<file path="src/rtl/tcpc_pkg.sv">
// Shared encodings for the TCPC transmit path: TRANSMIT fields, ALERT bit positions, scheduler states.
// Consumers: tcpc_tx_scheduler (optional watchdog enabled by TCPC_TX_WATCHDOG_EN).
package tcpc_pkg;

   localparam logic [2:0] TX_SOP       = 3'd0;
   localparam logic [2:0] TX_SOP_P     = 3'd1;
   localparam logic [2:0] TX_SOP_PP    = 3'd2;
   localparam logic [2:0] TX_DBG_P     = 3'd3;
   localparam logic [2:0] TX_DBG_PP    = 3'd4;
   localparam logic [2:0] TX_HARD_RST  = 3'd5;
   localparam logic [2:0] TX_CABLE_RST = 3'd6;
   localparam logic [2:0] TX_RSVD      = 3'd7;

   localparam int ALERT_TX_FAILED     = 4;
   localparam int ALERT_TX_DISCARDED  = 5;
   localparam int ALERT_TX_SUCCESSFUL = 6;

   typedef enum logic [2:0] {
      ST_IDLE,
      ST_SEND,
      ST_WAIT_CRC,
      ST_RETRY,
      ST_SEND_RST,
      ST_REPORT
   } tx_state_t;

   function automatic logic [2:0] tx_type(input logic [7:0] transmit);
      return transmit[2:0];
   endfunction

   function automatic logic [1:0] tx_retry(input logic [7:0] transmit);
      return transmit[5:4];
   endfunction

   function automatic logic is_rst_type(input logic [2:0] t);
      return (t == TX_HARD_RST) || (t == TX_CABLE_RST);
   endfunction

   function automatic logic [15:0] alert_bit(input int idx);
      return 16'd1 << idx;
   endfunction

endpackage

</file>
<file path="src/rtl/tcpc_tx_scheduler_if.sv">
// PHY-side signals of the transmit scheduler: transmit handshake plus receiver status.
// master = scheduler, slave = PHY.
interface tcpc_tx_scheduler_if;
   logic       phy_tx_start;
   logic [2:0] phy_tx_sop;
   logic       phy_tx_done;
   logic       phy_goodcrc;
   logic       rx_busy;
   logic       rx_hard_reset;

   modport master (
      output phy_tx_start, phy_tx_sop,
      input  phy_tx_done, phy_goodcrc, rx_busy, rx_hard_reset
   );

   modport slave (
      input  phy_tx_start, phy_tx_sop,
      output phy_tx_done, phy_goodcrc, rx_busy, rx_hard_reset
   );
endinterface

</file>
<file path="src/rtl/tcpc_tx_timer.sv">
// Loadable down-counter that saturates at zero; zero flag is combinational from the count.
module tcpc_tx_timer #(
   parameter int W = 10
) (
   input  logic         clk,
   input  logic         rst_n,
   input  logic         load,
   input  logic [W-1:0] load_val,
   input  logic         dec,
   output logic         zero
);

   logic [W-1:0] count_reg;

   always_ff @(posedge clk or negedge rst_n) begin
      if (!rst_n) begin
         count_reg <= '0;
      end else if (load) begin
         count_reg <= load_val;
      end else if (dec && (count_reg != '0)) begin
         count_reg <= count_reg - W'(1);
      end
   end

   assign zero = (count_reg == '0);

endmodule

</file>
<file path="src/rtl/tcpc_tx_scheduler.sv">
// Sequences TRANSMIT requests (SOP*, Hard Reset, Cable Reset) onto the PD PHY with GoodCRC retries.
// Define TCPC_TX_WATCHDOG_EN to bound the phy_tx_start -> phy_tx_done wait by TX_TIMEOUT.
module tcpc_tx_scheduler
   import tcpc_pkg::*;
#(
   parameter int CRC_TIMEOUT = 900,
   parameter int TMR_W       = 10,
   parameter int TX_TIMEOUT  = 4000
) (
   input  logic                       CLK,
   input  logic                       reset,
   input  logic [7:0]                 TRANSMIT,
   input  logic                       transmit_wr,
   tcpc_tx_scheduler_if.master        phy,
   output logic                       hardReset,
   output logic                       cableReset,
   output logic [15:0]                ALERT_SET,
   output logic                       tx_busy,
   output logic [1:0]                 retry_cnt
);

   tx_state_t   state_reg;
   logic [2:0]  type_reg;
   logic [1:0]  limit_reg;
   logic [1:0]  retry_cnt_reg;
   logic        sent_reg;
   logic        discard_pend_reg;
   logic        start_reg;
   logic [2:0]  sop_reg;
   logic        hard_reset_reg;
   logic        cable_reset_reg;
   logic [15:0] alert_reg;

   logic [2:0]  wr_type;
   logic [1:0]  wr_retry;
   logic        sop_in_flight;
   logic        crc_load;
   logic        crc_dec;
   logic        crc_zero;
   logic        wd_zero;
   logic        unused_transmit_bits;

   assign wr_type              = tx_type(TRANSMIT);
   assign wr_retry             = tx_retry(TRANSMIT);
   assign unused_transmit_bits = ^{TRANSMIT[7:6], TRANSMIT[3]};
   assign sop_in_flight        = (state_reg == ST_SEND) || (state_reg == ST_WAIT_CRC) ||
                                 (state_reg == ST_RETRY);

   // CRC timer is armed on the done strobe and counts down only while waiting for GoodCRC.
   assign crc_load = (state_reg == ST_SEND) && sent_reg && phy.phy_tx_done;
   assign crc_dec  = (state_reg == ST_WAIT_CRC);

   tcpc_tx_timer #(.W(TMR_W)) u_crc_timer (
      .clk      (CLK),
      .rst_n    (reset),
      .load     (crc_load),
      .load_val (TMR_W'(CRC_TIMEOUT)),
      .dec      (crc_dec),
      .zero     (crc_zero)
   );

`ifdef TCPC_TX_WATCHDOG_EN
   localparam int WD_W = $clog2(TX_TIMEOUT + 1);
   logic wd_load;
   logic wd_dec;
   assign wd_load = ((state_reg == ST_SEND) || (state_reg == ST_SEND_RST)) && !sent_reg;
   assign wd_dec  = ((state_reg == ST_SEND) || (state_reg == ST_SEND_RST)) && sent_reg;

   tcpc_tx_timer #(.W(WD_W)) u_wd_timer (
      .clk      (CLK),
      .rst_n    (reset),
      .load     (wd_load),
      .load_val (WD_W'(TX_TIMEOUT)),
      .dec      (wd_dec),
      .zero     (wd_zero)
   );
`else
   localparam int unused_tx_timeout = TX_TIMEOUT;
   assign wd_zero = 1'b0;
`endif

   always_ff @(posedge CLK or negedge reset) begin
      if (!reset) begin
         state_reg        <= ST_IDLE;
         type_reg         <= '0;
         limit_reg        <= '0;
         retry_cnt_reg    <= '0;
         sent_reg         <= 1'b0;
         discard_pend_reg <= 1'b0;
         start_reg        <= 1'b0;
         sop_reg          <= '0;
         hard_reset_reg   <= 1'b0;
         cable_reset_reg  <= 1'b0;
         alert_reg        <= '0;
      end else begin
         start_reg       <= 1'b0;
         hard_reset_reg  <= 1'b0;
         cable_reset_reg <= 1'b0;
         alert_reg       <= '0;

         if (phy.rx_hard_reset && (state_reg != ST_SEND_RST)) begin
            if (sop_in_flight) alert_reg <= alert_bit(ALERT_TX_DISCARDED);
            state_reg        <= ST_IDLE;
            retry_cnt_reg    <= '0;
            sent_reg         <= 1'b0;
            discard_pend_reg <= 1'b0;
            sop_reg          <= '0;
         end else if (transmit_wr && (state_reg != ST_IDLE) && is_rst_type(wr_type)) begin
            // Discard alert is deferred so it coincides with the reset strobe.
            type_reg         <= wr_type;
            discard_pend_reg <= sop_in_flight;
            retry_cnt_reg    <= '0;
            sent_reg         <= 1'b0;
            state_reg        <= ST_SEND_RST;
         end else begin
            case (state_reg)
               ST_IDLE: begin
                  if (transmit_wr) begin
                     type_reg         <= wr_type;
                     limit_reg        <= wr_retry;
                     retry_cnt_reg    <= '0;
                     sent_reg         <= 1'b0;
                     discard_pend_reg <= 1'b0;
                     if (is_rst_type(wr_type)) begin
                        state_reg <= ST_SEND_RST;
                     end else if (wr_type == TX_RSVD) begin
                        alert_reg <= alert_bit(ALERT_TX_FAILED);
                     end else if (phy.rx_busy) begin
                        alert_reg <= alert_bit(ALERT_TX_DISCARDED);
                        state_reg <= ST_REPORT;
                     end else begin
                        state_reg <= ST_SEND;
                     end
                  end
               end
               ST_SEND: begin
                  if (!sent_reg) begin
                     start_reg <= 1'b1;
                     sop_reg   <= type_reg;
                     sent_reg  <= 1'b1;
                  end else if (phy.phy_tx_done) begin
                     sent_reg  <= 1'b0;
                     state_reg <= ST_WAIT_CRC;
                  end else if (wd_zero) begin
                     sent_reg  <= 1'b0;
                     state_reg <= ST_RETRY;
                  end
               end
               ST_WAIT_CRC: begin
                  if (phy.phy_goodcrc) begin
                     alert_reg <= alert_bit(ALERT_TX_SUCCESSFUL);
                     state_reg <= ST_REPORT;
                  end else if (crc_zero) begin
                     state_reg <= ST_RETRY;
                  end
               end
               ST_RETRY: begin
                  if (phy.rx_busy) begin
                     alert_reg <= alert_bit(ALERT_TX_DISCARDED);
                     state_reg <= ST_REPORT;
                  end else if (retry_cnt_reg == limit_reg) begin
                     alert_reg <= alert_bit(ALERT_TX_FAILED);
                     state_reg <= ST_REPORT;
                  end else begin
                     retry_cnt_reg <= retry_cnt_reg + 2'd1;
                     state_reg     <= ST_SEND;
                  end
               end
               ST_SEND_RST: begin
                  if (!sent_reg) begin
                     start_reg        <= 1'b1;
                     sop_reg          <= type_reg;
                     sent_reg         <= 1'b1;
                     hard_reset_reg   <= (type_reg == TX_HARD_RST);
                     cable_reset_reg  <= (type_reg == TX_CABLE_RST);
                     discard_pend_reg <= 1'b0;
                     if (discard_pend_reg) alert_reg <= alert_bit(ALERT_TX_DISCARDED);
                  end else if (phy.phy_tx_done) begin
                     alert_reg <= alert_bit(ALERT_TX_FAILED) | alert_bit(ALERT_TX_SUCCESSFUL);
                     state_reg <= ST_REPORT;
                  end else if (wd_zero) begin
                     alert_reg <= alert_bit(ALERT_TX_FAILED);
                     state_reg <= ST_REPORT;
                  end
               end
               ST_REPORT: begin
                  state_reg     <= ST_IDLE;
                  retry_cnt_reg <= '0;
                  sent_reg      <= 1'b0;
                  sop_reg       <= '0;
               end
               default: begin
                  state_reg <= ST_IDLE;
               end
            endcase
         end
      end
   end

   assign phy.phy_tx_start = start_reg;
   assign phy.phy_tx_sop   = sop_reg;
   assign hardReset        = hard_reset_reg;
   assign cableReset       = cable_reset_reg;
   assign ALERT_SET        = alert_reg;
   assign tx_busy          = (state_reg != ST_IDLE);
   assign retry_cnt        = retry_cnt_reg;

endmodule

</file>
<file path="src/flat_wrapper.sv">
// flat-port wrapper written by rule: the top's interface ports become plain ports
module tcpc_tx_scheduler_flat import tcpc_pkg::*;
#(
   parameter int CRC_TIMEOUT = 900,
   parameter int TMR_W       = 10,
   parameter int TX_TIMEOUT  = 4000
)
  (CLK, reset, TRANSMIT, transmit_wr, hardReset, cableReset, ALERT_SET, tx_busy, retry_cnt, phy_phy_tx_start, phy_phy_tx_sop, phy_phy_tx_done, phy_phy_goodcrc, phy_rx_busy, phy_rx_hard_reset);
  tcpc_tx_scheduler_if phy_i ();
  input  logic CLK;
  input  logic reset;
  input  logic [7:0] TRANSMIT;
  input  logic transmit_wr;
  output logic hardReset;
  output logic cableReset;
  output logic [15:0] ALERT_SET;
  output logic tx_busy;
  output logic [1:0] retry_cnt;
  output wire logic [$bits(phy_i.phy_tx_start)-1:0] phy_phy_tx_start;
  output wire logic [$bits(phy_i.phy_tx_sop)-1:0] phy_phy_tx_sop;
  input wire logic [$bits(phy_i.phy_tx_done)-1:0] phy_phy_tx_done;
  input wire logic [$bits(phy_i.phy_goodcrc)-1:0] phy_phy_goodcrc;
  input wire logic [$bits(phy_i.rx_busy)-1:0] phy_rx_busy;
  input wire logic [$bits(phy_i.rx_hard_reset)-1:0] phy_rx_hard_reset;
  assign phy_phy_tx_start = phy_i.phy_tx_start;
  assign phy_phy_tx_sop = phy_i.phy_tx_sop;
  assign phy_i.phy_tx_done = phy_phy_tx_done;
  assign phy_i.phy_goodcrc = phy_phy_goodcrc;
  assign phy_i.rx_busy = phy_rx_busy;
  assign phy_i.rx_hard_reset = phy_rx_hard_reset;
  tcpc_tx_scheduler #(.CRC_TIMEOUT(CRC_TIMEOUT), .TMR_W(TMR_W), .TX_TIMEOUT(TX_TIMEOUT)) u_core (.CLK(CLK), .reset(reset), .TRANSMIT(TRANSMIT), .transmit_wr(transmit_wr), .phy(phy_i), .hardReset(hardReset), .cableReset(cableReset), .ALERT_SET(ALERT_SET), .tx_busy(tx_busy), .retry_cnt(retry_cnt));
endmodule
</file>
<file path="config.mk">
export PLATFORM = sky130hd
export DESIGN_NAME = tcpc_tx_scheduler_flat
export DESIGN_NICKNAME = d
export VERILOG_FILES = /design/src/rtl/tcpc_pkg.sv /design/src/rtl/tcpc_tx_scheduler_if.sv /design/src/rtl/tcpc_tx_timer.sv /design/src/rtl/tcpc_tx_scheduler.sv /design/src/flat_wrapper.sv
export SDC_FILE = /design/constraint.sdc
export NUM_CORES = 1
export LEC_CHECK = 0
export CAP_MARGIN = 10
export CORE_ASPECT_RATIO = 1.1
export CORE_MARGIN = 5
export CORE_UTILIZATION = 48
export CTS_BUF_LIST = sky130_fd_sc_hd__clkbuf_8
export CTS_CLUSTER_DIAMETER = 150
export CTS_CLUSTER_SIZE = 12
export DETAILED_ROUTE_END_ITERATION = 7
export PLACE_DENSITY = 0.82
export SYNTH_ARGS = -nofsm -noshare
export SYNTH_HDL_FRONTEND = slang
export SYNTH_SLANG_ARGS = --single-unit
</file>
<file path="constraint.sdc">
create_clock -name CLK -period 1.81 [get_ports CLK]
set_clock_uncertainty 0.05 [all_clocks]
set_input_delay 0.2715 -clock CLK [delete_from_list [all_inputs] [get_ports CLK]]
set_output_delay 0.2715 -clock CLK [all_outputs]
set_load 0.01 [all_outputs]
</file>
==> results of run 1 <==
-- through the flow --
step	worst slack [ps]	util, %	hold WS, ps	cells	total power [W]
2_1_floorplan	24.2	-	-74.1	225	0.00204
3_3_place_gp	-181	63.2	423	325	0.00276
3_5_place_dp	-227	63.2	426	325	0.00282
4_1_cts	-67.2	67.0	353	334	0.00348
5_1_grt	-146	68.8	387	338	0.00382
6_report	-69.6	68.8	344	338	0.00358
-- cell type report --
cell class	count	area share [%]
well taps	52	2.40
multi-input cells	161	40.4
clock inverters	1	0.139
repair buffers	74	23.2
clock buffers	7	3.56
flip-flops and latches	31	28.7
inverters	12	1.66
-- critical path, delay by kind of cell, from the launching register on --
| kind | cells | cell delay, ps |
|---|---|---|
| AOI/OAI and AO/OA | 2 | 510 |
| DFF | 1 | 390 |
| and+or+nand+nor | 2 | 860 |
-- routing by layer --
layer | share of wire [%] | global-route usage, % | vias to the layer above
li1 | - | - | 878
met1 | 40 | 21.5 | 870
met2 | 53 | 33.6 | 54
met3 | 5.3 | 4.88 | 12
met4 | 1.5 | 5.56 | 0
met5 | 0 | 0 | -
-- power by group --
part           switching, W  internal, W  total [W]
clock              0.000249     0.000341   0.000590
combinational      0.000933     0.000958    0.00189
sequential         0.000193     0.000910    0.00110
total               0.00137      0.00221    0.00358
-- cell families after synthesis --
logic type,share of synthesized area (%)
and+or+nand+nor,23.0
AOI/OAI and AO/OA,18.2
buffers and inverters,9.18
DFF,40.1
xor gates and xnor gates,4.07
muxes,3.43
adders and majority gates,1.81
other,0.194
-- how the worst max path moves through the flow --
stage | to | slack (ps) | cells past startpoint
5_1_grt | u_core.u_crc_timer.count_reg[5] | -150 | 4
6_report | u_core.u_crc_timer.count_reg[5] | -70 | 4
2_1_floorplan | u_core.u_crc_timer.count_reg[5] | 20 | 4
3_3_place_gp | u_core.type_reg[2] | -180 | 7
4_1_cts | u_core.u_crc_timer.count_reg[5] | -70 | 4
3_5_place_dp | u_core.type_reg[0] | -230 | 7
-- what timing repair did --
item                       in CTS  in global routing
cloned                          0                  1
gates resized for setup         9                 13
setup endpoints to repair      10                 20
pin swaps                       1                 11
setup buffers                   1                  3
-- cell usage in the layout, fill, tap and decap left out, types with 2 or more instances in the layout --
master,count
buf_4,44
dfrtp_1,31
nand2_1,24
clkdlybuf4s50_1,22
nor2_1,16
conb_1,13
inv_1,11
nand3_1,11
o21ai_1,8
a21oi_1,7
clkbuf_8,7
buf_6,6
xnor2_1,5
a31oi_1,5
mux2_1,5
nor2b_1,4
o22ai_1,4
nor3b_2,3
a21oi_2,3
xor2_1,3
a32o_1,3
a32oi_2,2
o21ai_0,2
inv_2,2
nand2b_1,2
nor4_2,2
or4_1,2
ha_1,2
==> impl_metrics.yaml, run 1 <==
die:
  fp.dieH_um: 76.6
  start_util_pct: 49.2
  core_area_sq_um: 3930
  die_w_um: 70.5
  rows: 24
  pin_count: 40
  die-area_sq_um: 5400
pwr:
  p_per_area_nw_per_um2: 1320
  p_leak_nw: 1.18
  vdd_drop_max_mv: 0.830
synth:
  synth_top_area_cell: "dfrtp_1"
  syn_inst: 213
  ys_types: 57
  synth-seq-cells: 31
  yosys-top-cells-area: "dfrtp_1, buf_4, nand2_1, nor2_1, mux2_1"
  ys_warn_count: 0
  ys.flop_type: "dfrtp_1"
  synth_edf_count: 0
  synth_top_area_share_pct: 40.1
  synth_area_sq_um: 1930
  syn_area_per_cell_sq_um: 9.08
  ys_seq_area_share_pct: 40.1
  synthTopCellsByCount: "dfrtp_1, nand2_1, nor2_1, buf_4, nand3_1"
  async_flop_share_pct: 100
  synth_most_common_cell: "dfrtp_1"
cells_and_area:
  drive_gt1_share_pct: 28.7
  area_delta_synth_final_pct: 40.0
  antenna_cells: 0
  fin_area_sq_um: 2710
  largest_reg_flops: 10
  fill_cells: 297
  multi_input_area_sq_um: 1090
  ff_latch_area_sq_um: 776
  nets: 302
clock_tree:
  cts_inserted_buffers: 5
  htree_levels: 2
  cts_root_buf: "clkbuf_8"
  hold_buffers: 0
  cts_tree: "yes"
  insertion_delay_ps: 280
  clock-sinks: 31
  clockBufferDepth: 2
  path_clk_slew_ps: 70
timing:
  min_period_over_period_pct: 104
  timing.final.hold_violations: 0
  setup_violations: 2
  setup_ws_ps: -69.6
  setup-tns-final_ps: -131
  fin_crit_ps: 1880
  clock.fmax_ghz: 0.532
  rsz0062_at_grt: "yes"
  maxSlewViolCount: 0
global_routing:
  grt_overflow_total: 0
  grt_pass1_wl_um: 8270
  grt_use_total_pct: 18.7
  grt_max_degree: 32
  grt_pass1_vias: 1843
  grt_antenna_before_repair: 0
critical_path:
  cpPeakStageDelay_ps: 520
  timing.rr.start: "u_core.u_crc_timer.count_reg[0]"
  arrival_ps: 2040
  cp_slowest_cell: "or4_1"
  path_max_fanout: 4
  cp_cell_sequence: "or4_1, a311o_1, or3_1, a21oi_1"
  r2r_cells: 4
  cp-start-kind: "flip-flop"
  cp.required_ps: 1970
  end_kind: "flip-flop"
  r2r_slack_ps: -70
  rr_endpoint: "u_core.u_crc_timer.count_reg[5]"
  worstSetupPathType: "flip-flop to flip-flop"
  startpoint: "u_core.u_crc_timer.count_reg[0]"
routing:
  firstDrtPassIters: 4
  via_count: 1814
  drtIter0Drc: 115
  drc: 0
  viasPerCell: 5.37
  drt_wl_total_um: 5010
  antenna_left: 0
  routedWlPerCell_um: 14.8
place:
  port_buffers: 23
  gp_congestion: 0.891
  dpl_cell_area_sq_um: 2490
  hpwl_um: 3640
status:
  violations: "negative setup slack"
  status: "finished with violations"
flow_run:
  drv_cap: 0
hold_path:
  hold_path.class: "primary input to asynchronous set/reset pin"
No activity file was read; power rests on OpenSTA's default activity.
==> run 2: changes to the inputs <==
--- a/config.mk
+++ b/config.mk
@@ -9,10 +9,11 @@
 export CORE_ASPECT_RATIO = 1.1
 export CORE_MARGIN = 5
-export CORE_UTILIZATION = 48
+export CORE_UTILIZATION = 53
 export CTS_BUF_LIST = sky130_fd_sc_hd__clkbuf_8
 export CTS_CLUSTER_DIAMETER = 150
 export CTS_CLUSTER_SIZE = 12
 export DETAILED_ROUTE_END_ITERATION = 7
-export PLACE_DENSITY = 0.82
+export GPL_ROUTABILITY_DRIVEN = 0
+export PLACE_DENSITY = 0.85
 export SYNTH_ARGS = -nofsm -noshare
 export SYNTH_HDL_FRONTEND = slang
==> constraint.sdc (replaced) <==
create_clock -name CLK -period 1.9 [get_ports CLK]
set_clock_uncertainty 0.05 [all_clocks]
set_input_delay 0.38 -clock CLK [delete_from_list [all_inputs] [get_ports CLK]]
set_output_delay 0.38 -clock CLK [all_outputs]
set_load 0.01 [all_outputs]
==> run 2 against run 1 <==
Effect of this change: core utilization grew 5.6 points; combinational power fell by 6%; sequential share of layout area grew 0.41 points; largest cell class unchanged; register-to-register slack better by 60 ps; design area shrank 1.1%; power decreased by 2.2%; global-route usage is 2.0 points higher; critical path depth did not move; count of clock-buffer cells in the layout fell by 1; the flow still finishes with violations (negative setup slack); fmax shrank 1.4%; largest power group unchanged; setup slack better by 64 ps.
==> impl_metrics.yaml, run 2 (synthesis results as in run 1) <==
global_routing:
  use_met2_pct: 37.5
  grt_max_degree: 32
  grt_overflow_total: 0
  busiest_layer: "met2"
  grt_pass1_vias: 1779
  grt_antenna_before_repair: 0
  grt_pass1_wl_um: 7730
  grt_use_total_pct: 20.8
  met1_usage_pct: 22.8
  grt.met3_usage_pct: 5.05
timing:
  rsz0062_at_grt: "yes"
  setup-tns-final_ps: -5.92
  clock.fmax_ghz: 0.525
  maxSlewViolCount: 0
  setup_ws_ps: -5.92
  fin_crit_ps: 1910
  setup_violations: 1
  timing.final.hold_violations: 0
  min_period_over_period_pct: 100
place:
  port_buffers: 23
  placedCellCount: 314
  hpwl_um: 3650
pwr:
  total_power_w: 0.00351
  p_per_area_nw_per_um2: 1310
  vdd_drop_max_mv: 0.798
  p_leak_nw: 1.14
cells_and_area:
  largest_reg_flops: 10
  mostFrequentLayoutCells: "buf_4, dfrtp_1, nand2_1, clkdlybuf4s50_1, nor2_1"
  drive_gt1_share_pct: 27.7
  nets: 294
  area_delta_synth_final_pct: 38.4
  instances_no_fill: 328
  utilization_pct: 74.4
  fill_cells: 271
  layout_commonest_cell: "buf_4"
  antenna_cells: 0
die:
  start_util_pct: 53.8
  die_w_um: 67.6
  rows: 23
  die-area_sq_um: 4960
  core_area_sq_um: 3600
  fp.dieH_um: 73.4
  pin_count: 40
critical_path:
  cp.required_ps: 2070
  path_delay_family: "simple AND/OR/NAND/NOR gates"
  arrival_ps: 2070
  cp_cell_sequence: "or4_4, a311o_1, or3_1, a21oi_2"
  cp-start-kind: "flip-flop"
  end_kind: "flip-flop"
  cpPeakStageDelay_ps: 540
  path_buf_inv: 0
  cp_slowest_cell: "or4_4"
  worstSetupPathType: "flip-flop to flip-flop"
  path_max_fanout: 4
routing:
  drc: 0
  routedWlPerCell_um: 15.5
  antenna_left: 0
  drt_wl_total_um: 5100
  via_count: 1845
  firstDrtPassIters: 5
  viasPerCell: 5.63
  drtIter0Drc: 142
clock_tree:
  path_clk_slew_ps: 70
  htree_levels: 2
  cts_tree: "yes"
  insertion_delay_ps: 290
  cts_inserted_buffers: 5
  clock-sinks: 31
  cts_root_buf: "clkbuf_8"
  clockBufferDepth: 2
hold_path:
  hold_path.class: "flip-flop to flip-flop"
status:
  status: "finished with violations"
  violations: "negative setup slack"
flow_run:
  drv_cap: 0
## run 2: layer usage
| layer | wire length (um) | up-vias | share of wire [%] |
|---|---|---|---|
| met1 | 1890 | 884 | 37 |
| li1 | - | 869 | - |
| met2 | 2760 | 77 | 54 |
| met3 | 332 | 15 | 6.5 |
| met5 | 0 | - | 0 |
| met4 | 114 | 0 | 2.2 |
## run 2: final timing paths
| check | start | end | slack (ps) | cells past startpoint |
|---|---|---|---|---|
| worst max-delay path | u_core.u_crc_timer.count_reg[0] | u_core.u_crc_timer.count_reg[5] | -6 | 4 |
| worst min-delay path | u_core.type_reg[0] | u_core.cableReset | 430 | 1 |
| worst max register to register | u_core.u_crc_timer.count_reg[0] | u_core.u_crc_timer.count_reg[5] | -6 | 4 |
| worst min register to register | u_core.type_reg[0] | u_core.cableReset | 430 | 1 |
| max in group asynchronous | reset | u_core.state_reg[0] | 1030 | 2 |
| min in group asynchronous | reset | u_core.type_reg[1] | 450 | 2 |
## run 2: worst reg2reg max path, delay by kind of cell, from the launching register on
| family | cells | cell delay (ps) |
|---|---|---|
| AOI/OAI and AO/OA | 2 | 500 |
| and+or+nand+nor | 2 | 900 |
| DFF | 1 | 400 |
## run 2: cell type report
cell class,count,area [sq um],area share [%]
multi-input combinational,161,1100,41.2
sequential,31,778,29.1
timing repair buffer,66,572,21.4
clock buffer,6,82.6,3.08
tap,50,62.6,2.34
inverter,12,45.0,1.68
clock inverter,2,35.0,1.31
## run 2: per-stage QoR
| step | hold slack (ps) | worst slack (ps) | instance area [sq um] |
|---|---|---|---|
| CTS | 431 | 2.40 | 2590 |
| floorplan | 34.4 | 65.4 | 1980 |
| finish | 431 | -5.92 | 2680 |
| global route | 453 | -59.9 | 2680 |
| detailed placement | 420 | -314 | 2420 |
| global placement | 416 | -260 | 2420 |
## run 2: timing repair
action,4_1_cts,5_1_grt
cloned,0,0
setup buffers,3,3
endpoints found under the setup margin,10,19
hold buffers,0,0
resized for setup,6,14
pin swaps,2,1
endpoints found under the hold margin,0,0
## run 2: report_power, final
group | leakage (nW) | switching, W | internal, W | total, W
registers | 0.377 | 0.000204 | 0.000871 | 0.00107
logic | 0.705 | 0.000861 | 0.000904 | 0.00177
clock network | 0.0612 | 0.000242 | 0.000424 | 0.000666
